[config.mk]
export PLATFORM = sky130hd
export DESIGN_NAME = receiver_uart
export DESIGN_NICKNAME = d
export VERILOG_FILES = /design/src/rtl/receiver_uart.sv
export SDC_FILE = /design/constraint.sdc
export NUM_CORES = 1
export LEC_CHECK = 0
export CORE_MARGIN = 2
export CORE_UTILIZATION = 55
export DETAILED_ROUTE_END_ITERATION = 10
export PLACE_DENSITY = 0.75
export SLEW_MARGIN = 20
export SYNTH_ARGS = -nofsm -noshare
export SYNTH_HDL_FRONTEND = slang
export SYNTH_SLANG_ARGS = --single-unit
[constraint.sdc]
create_clock -name i_clk -period 2.9 [get_ports i_clk]
set_input_delay 0.435 -clock i_clk [delete_from_list [all_inputs] [get_ports i_clk]]
set_output_delay 0.435 -clock i_clk [all_outputs]
set_load 0.05 [all_outputs]
[src/rtl/receiver_uart.sv]
// rtl/receiver_uart.sv - 8N1 UART receiver with mid-bit sampling, 4-entry receive FIFO and sticky error flags
module receiver_uart #(
   parameter int clk_freq_hz = 12000000,
   parameter int baud_rate   = 115200
) (
   input  logic       i_clk,
   input  logic       i_rst,
   input  logic       i_uart_rx,
   input  logic       i_pop,
   input  logic       i_clr_err,
   output logic [7:0] o_data,
   output logic       o_valid,
   output logic [2:0] o_level,
   output logic       o_frame_err,
   output logic       o_overrun
);

   localparam int DIV  = clk_freq_hz / baud_rate;
   localparam int HALF = DIV / 2;
   localparam int CW   = (DIV > 2) ? $clog2(DIV) : 1;
   localparam logic [CW-1:0] C_DIV_END  = CW'(DIV - 1);
   localparam logic [CW-1:0] C_HALF_END = CW'(HALF - 1);

   typedef enum logic [2:0] {
      S_IDLE,
      S_START,
      S_DATA,
      S_STOP,
      S_WAIT_HIGH
   } state_t;

   logic          r_rx_meta;
   logic          r_rx_s;
   state_t        r_state;
   logic [CW-1:0] r_cnt;
   logic [2:0]    r_bit;
   logic [7:0]    r_shift;

   logic [7:0]    r_mem [4];
   logic [1:0]    r_wptr;
   logic [1:0]    r_rptr;
   logic [2:0]    r_level;
   logic          r_frame_err;
   logic          r_overrun;

   logic          w_stop_tick;
   logic          w_push;
   logic          w_frame_set;
   logic          w_pop;
   logic          w_full;
   logic          w_accept;
   logic          w_drop;

   always_ff @(posedge i_clk) begin
      if (i_rst) begin
         r_rx_meta <= 1'b1;
         r_rx_s    <= 1'b1;
      end else begin
         r_rx_meta <= i_uart_rx;
         r_rx_s    <= r_rx_meta;
      end
   end

   always_ff @(posedge i_clk) begin
      if (i_rst) begin
         r_state <= S_IDLE;
         r_cnt   <= '0;
         r_bit   <= '0;
         r_shift <= '0;
      end else begin
         unique case (r_state)
            S_IDLE: begin
               if (!r_rx_s) begin
                  r_state <= S_START;
                  r_cnt   <= '0;
               end
            end
            // Recheck the line at the middle of the start bit to reject glitches
            S_START: begin
               if (r_cnt == C_HALF_END) begin
                  r_cnt <= '0;
                  r_bit <= '0;
                  r_state <= r_rx_s ? S_IDLE : S_DATA;
               end else begin
                  r_cnt <= r_cnt + CW'(1);
               end
            end
            S_DATA: begin
               if (r_cnt == C_DIV_END) begin
                  r_cnt   <= '0;
                  r_shift <= {r_rx_s, r_shift[7:1]};
                  r_bit   <= r_bit + 3'd1;
                  if (r_bit == 3'd7) begin
                     r_state <= S_STOP;
                  end
               end else begin
                  r_cnt <= r_cnt + CW'(1);
               end
            end
            S_STOP: begin
               if (r_cnt == C_DIV_END) begin
                  r_cnt   <= '0;
                  r_state <= r_rx_s ? S_IDLE : S_WAIT_HIGH;
               end else begin
                  r_cnt <= r_cnt + CW'(1);
               end
            end
            S_WAIT_HIGH: begin
               if (r_rx_s) begin
                  r_state <= S_IDLE;
               end
            end
            default: r_state <= S_IDLE;
         endcase
      end
   end

   assign w_stop_tick = (r_state == S_STOP) && (r_cnt == C_DIV_END);
   assign w_push      = w_stop_tick && r_rx_s;
   assign w_frame_set = w_stop_tick && !r_rx_s;

   assign w_pop    = i_pop && (r_level != 3'd0);
   assign w_full   = (r_level == 3'd4);
   assign w_accept = w_push && (!w_full || w_pop);
   assign w_drop   = w_push && w_full && !w_pop;

   // A flag raised in the same cycle as a clear request wins over the clear
   always_ff @(posedge i_clk) begin
      if (i_rst) begin
         for (int i = 0; i < 4; i++) begin
            r_mem[i] <= '0;
         end
         r_wptr      <= '0;
         r_rptr      <= '0;
         r_level     <= '0;
         r_frame_err <= 1'b0;
         r_overrun   <= 1'b0;
      end else begin
         if (w_accept) begin
            r_mem[r_wptr] <= r_shift;
            r_wptr        <= r_wptr + 2'd1;
         end
         if (w_pop) begin
            r_rptr <= r_rptr + 2'd1;
         end
         r_level <= r_level + 3'(w_accept) - 3'(w_pop);

         if (w_frame_set) begin
            r_frame_err <= 1'b1;
         end else if (i_clr_err) begin
            r_frame_err <= 1'b0;
         end

         if (w_drop) begin
            r_overrun <= 1'b1;
         end else if (i_clr_err) begin
            r_overrun <= 1'b0;
         end
      end
   end

   assign o_data      = r_mem[r_rptr];
   assign o_valid     = (r_level != 3'd0);
   assign o_level     = r_level;
   assign o_frame_err = r_frame_err;
   assign o_overrun   = r_overrun;

endmodule

==> impl_metrics.sql <==
INSERT INTO impl_metrics (metric_group, metric, value, unit) VALUES
('floorplan', 'die-area', '6194', 'um^2'),
('global_routing', 'first_global_vias', '2041', ''),
('pwr', 'p_leak', '1.287', 'nW'),
('floorplan', 'io-pin-count', '19', ''),
('synthesis', 'netlist_instances', '263', ''),
('global_routing', 'grt_busiest_layer', 'met2', ''),
('synthesis', 'synth_area', '3069', 'um^2'),
('global_routing', 'globalRouteMet3Util', '3.409', '%'),
('detailed_routing', 'dr_total_vias', '2026', ''),
('finish', 'fin_nets', '303', ''),
('timing', 'clock.fmax', '364.0', 'MHz'),
('clocking', 'latest_clock_arrival_within_the_worst_skew_pair', '330', 'ps'),
('global_routing', 'grtUsageMet2', '35.21', '%'),
('timing', 'number_of_setup_violations_in_the_final_report', '0', ''),
('finish', 'nFillCells', '449', ''),
('synthesis', 'synth_top_cells_by_count', 'sky130_fd_sc_hd__dfxtp_1 (34), sky130_fd_sc_hd__edfxtp_1 (32), sky130_fd_sc_hd__and2_1 (26), sky130_fd_sc_hd__nor2_1 (26), sky130_fd_sc_hd__and3_1 (13)', ''),
('timing', 'grt_setup_unrepaired', 'no', ''),
('floorplan', 'core.rowCount', '27', ''),
('clocking', 'cts_hold_buf', '0', ''),
('timing', 'worst-slew-pin-transition', '571.8', 'ps'),
('clocking', 'numCtsBuffers', '9', ''),
('placement', 'placed_area', '3371', 'um^2'),
('finish', 'multi_input_logic_area', '1331', 'um^2'),
('finish', 'final_area', '3557', 'um^2'),
('finish', 'utilization_of_the_core_after_routing', '65.40', '%'),
('run', 'cap_violations', '0', ''),
('synthesis', 'post-synth-top-count-cell', 'sky130_fd_sc_hd__dfxtp_1', ''),
('placement', 'placement.io_buffers', '18', ''),
('clocking', 'numClockSinks', '66', ''),
('timing', 'hold_slack', '413.2', 'ps'),
('global_routing', 'overflow', '0', ''),
('timing', 'setup-tns-final', '0', 'ps'),
('global_routing', 'globalRouteTotalUtil', '21.01', '%'),
('synthesis', 'synth-async-reset-ratio', '0', '%'),
('clocking', 'cts_buffer_depth', '2', ''),
('synthesis', 'post_synth.cell_area_avg', '11.67', 'um^2'),
('clocking', 'cts_post_setup_buffers_inserted', '0', ''),
('outcome', 'status', 'finished clean', ''),
('synthesis', 'number_of_distinct_library_cells_after_synthesis', '53', ''),
('clocking', 'cts_h_tree_depth', '3', ''),
('floorplan', 'die_w', '78.70', 'um'),
('clocking', 'cts_tree', 'yes', ''),
('worst_setup_path', 'setup.worst_path.end_class', 'output pin', ''),
('placement', 'gp_routability_congestion', '0.7838', ''),
('detailed_routing', 'routed_wire_length_per_instance', '15.57', 'um'),
('timing', 'maxSlewHeadroom', '61.83', '%'),
('global_routing', 'antenna_found_initial', '0', ''),
('synthesis', 'ys_top_cells_by_area', 'sky130_fd_sc_hd__edfxtp_1 (31%), sky130_fd_sc_hd__dfxtp_1 (22%), sky130_fd_sc_hd__mux4_2 (5.9%), sky130_fd_sc_hd__and2_1 (5.3%), sky130_fd_sc_hd__mux2i_1 (3.6%)', ''),
('detailed_routing', 'drt_iter0_drcs', '90', ''),
('global_routing', 'grt_max_degree', '20', ''),
('worst_setup_path', 'worst-setup-path-type', 'register to output pin', ''),
('timing', 'worst_clock_skew', '7.661', 'ps'),
('detailed_routing', 'antenna_nets_post_route', '0', ''),
('synthesis', 'ys.warnings.count', '0', ''),
('timing', 'report.final.slew_viol_count', '0', ''),
('timing', 'final_min_period_over_clock_period', '94.74', '%'),
('pwr', 'power.ir.vdd_worst', '0.0005885', 'V'),
('finish', 'register_area', '1642', 'um^2'),
('global_routing', 'met1_usage', '25.93', '%'),
('timing', 'timing.final.hold_violations', '0', ''),
('finish', 'post_route_cells_drive_above_1_share', '17.85', '%'),
('floorplan', 'placeableCoreArea', '5439', 'um^2'),
('clocking', 'cts_repair_resizes', '0', ''),
('placement', 'hpwl', '4062', 'um'),
('detailed_routing', 'dr.pass1.iters', '5', ''),
('timing', 'post-route-min-period', '2748', 'ps'),
('global_routing', 'wire_length_of_the_first_global_routing_pass', '9777', 'um'),
('finish', 'insertedDiodeCount', '0', ''),
('worst_setup_path', 'path_max_fanout', '8', ''),
('worst_hold_path', 'hold_removal_path_class', 'register to register', ''),
('synthesis', 'seq_area_frac_synth', '53.49', '%');
-- cell usage in the layout (no fill, tap or decap), types with 3 or more instances in the layout --
master | netlist | final
sky130_fd_sc_hd__and2_1 | 26 | 26
sky130_fd_sc_hd__nor2b_1 | 6 | 6
sky130_fd_sc_hd__nor2_1 | 26 | 26
sky130_fd_sc_hd__nor3_1 | 3 | 3
sky130_fd_sc_hd__nand2_1 | 10 | 10
sky130_fd_sc_hd__xnor2_1 | 4 | 4
sky130_fd_sc_hd__or2_2 | 3 | 3
sky130_fd_sc_hd__mux2i_1 | 11 | 11
sky130_fd_sc_hd__a211oi_1 | 3 | 3
sky130_fd_sc_hd__nand4_1 | 3 | 3
sky130_fd_sc_hd__edfxtp_1 | 32 | 32
sky130_fd_sc_hd__clkdlybuf4s50_1 | 0 | 18
sky130_fd_sc_hd__o21ai_0 | 3 | 3
sky130_fd_sc_hd__inv_1 | 5 | 5
sky130_fd_sc_hd__and3_1 | 13 | 13
sky130_fd_sc_hd__dfxtp_1 | 34 | 34
sky130_fd_sc_hd__buf_4 | 2 | 14
sky130_fd_sc_hd__a21oi_1 | 8 | 8
sky130_fd_sc_hd__mux4_2 | 8 | 8
sky130_fd_sc_hd__clkbuf_8 | 0 | 9
sky130_fd_sc_hd__nand3_1 | 7 | 7
sky130_fd_sc_hd__xor2_1 | 3 | 3
sky130_fd_sc_hd__o31ai_1 | 3 | 3
sky130_fd_sc_hd__ha_1 | 5 | 5
-- per-layer routing --
| layer | share of wire, % | vias up |
|---|---|---|
| met5 | 0 | - |
| met4 | 1.8 | 0 |
| met3 | 3.3 | 9 |
| met2 | 51 | 45 |
| met1 | 44 | 970 |
| li1 | - | 1002 |
-- final timing paths --
check / start / to / slack, ps / cells past startpoint
max: register / o_data[7] / 150 / 2
max reg2reg: r_cnt[0] / o_level[2] / 330 / 12
min reg2reg: r_rx_meta / r_rx_s / 410 / 1
min: r_rx_meta / r_rx_s / 410 / 1
-- cell type report --
class,instances,area share (%)
clock buffer,11,3.693
multi-input combinational,177,37.43
sequential,66,46.15
inverter,6,0.6331
clock inverter,5,1.548
tap,72,2.533
timing repair buffer,32,8.020
-- logic make-up after synthesis --
kind of cell               share of synthesized area [%]
buffers and inverters                              3.139
and+or+nand+nor                                    22.87
AOI/OAI and AO/OA                                  6.360
DFF                                                53.49
xor gates and xnor gates                           1.998
adders and majority gates                          2.691
muxes                                              9.458
-- per-stage QoR --
step	instances	total power [mW]	setup WS [ps]
2_1_floorplan	263	1.605	146.6
3_3_place_gp	353	1.782	128.0
3_5_place_dp	353	1.801	73.58
4_1_cts	369	2.529	86.56
5_1_grt	369	2.612	25.45
6_report	369	2.502	152.5
-- registers in the layout (all words and copies together), names as in the netlist, named ones only --
register,cells
r_mem,32
r_shift,8
r_cnt,7
o_level,3
r_bit,3
r_state,3
r_rptr,2
r_wptr,2
o_frame_err,1
o_overrun,1
r_rx_meta,1
r_rx_s,1
-- report_power, final --
group	switching, mW	internal [mW]
logic	0.382	0.278
registers	0.0743	1.04
clock network	0.337	0.395
total	0.794	1.71
-- worst max-delay path, stage by stage, from the launching register on --
cell                              delay (ps)
sky130_fd_sc_hd__dfxtp_1                 680
sky130_fd_sc_hd__mux4_2                  580
sky130_fd_sc_hd__clkdlybuf4s50_1         710
Note: power is estimated with default switching activity, not from simulation.
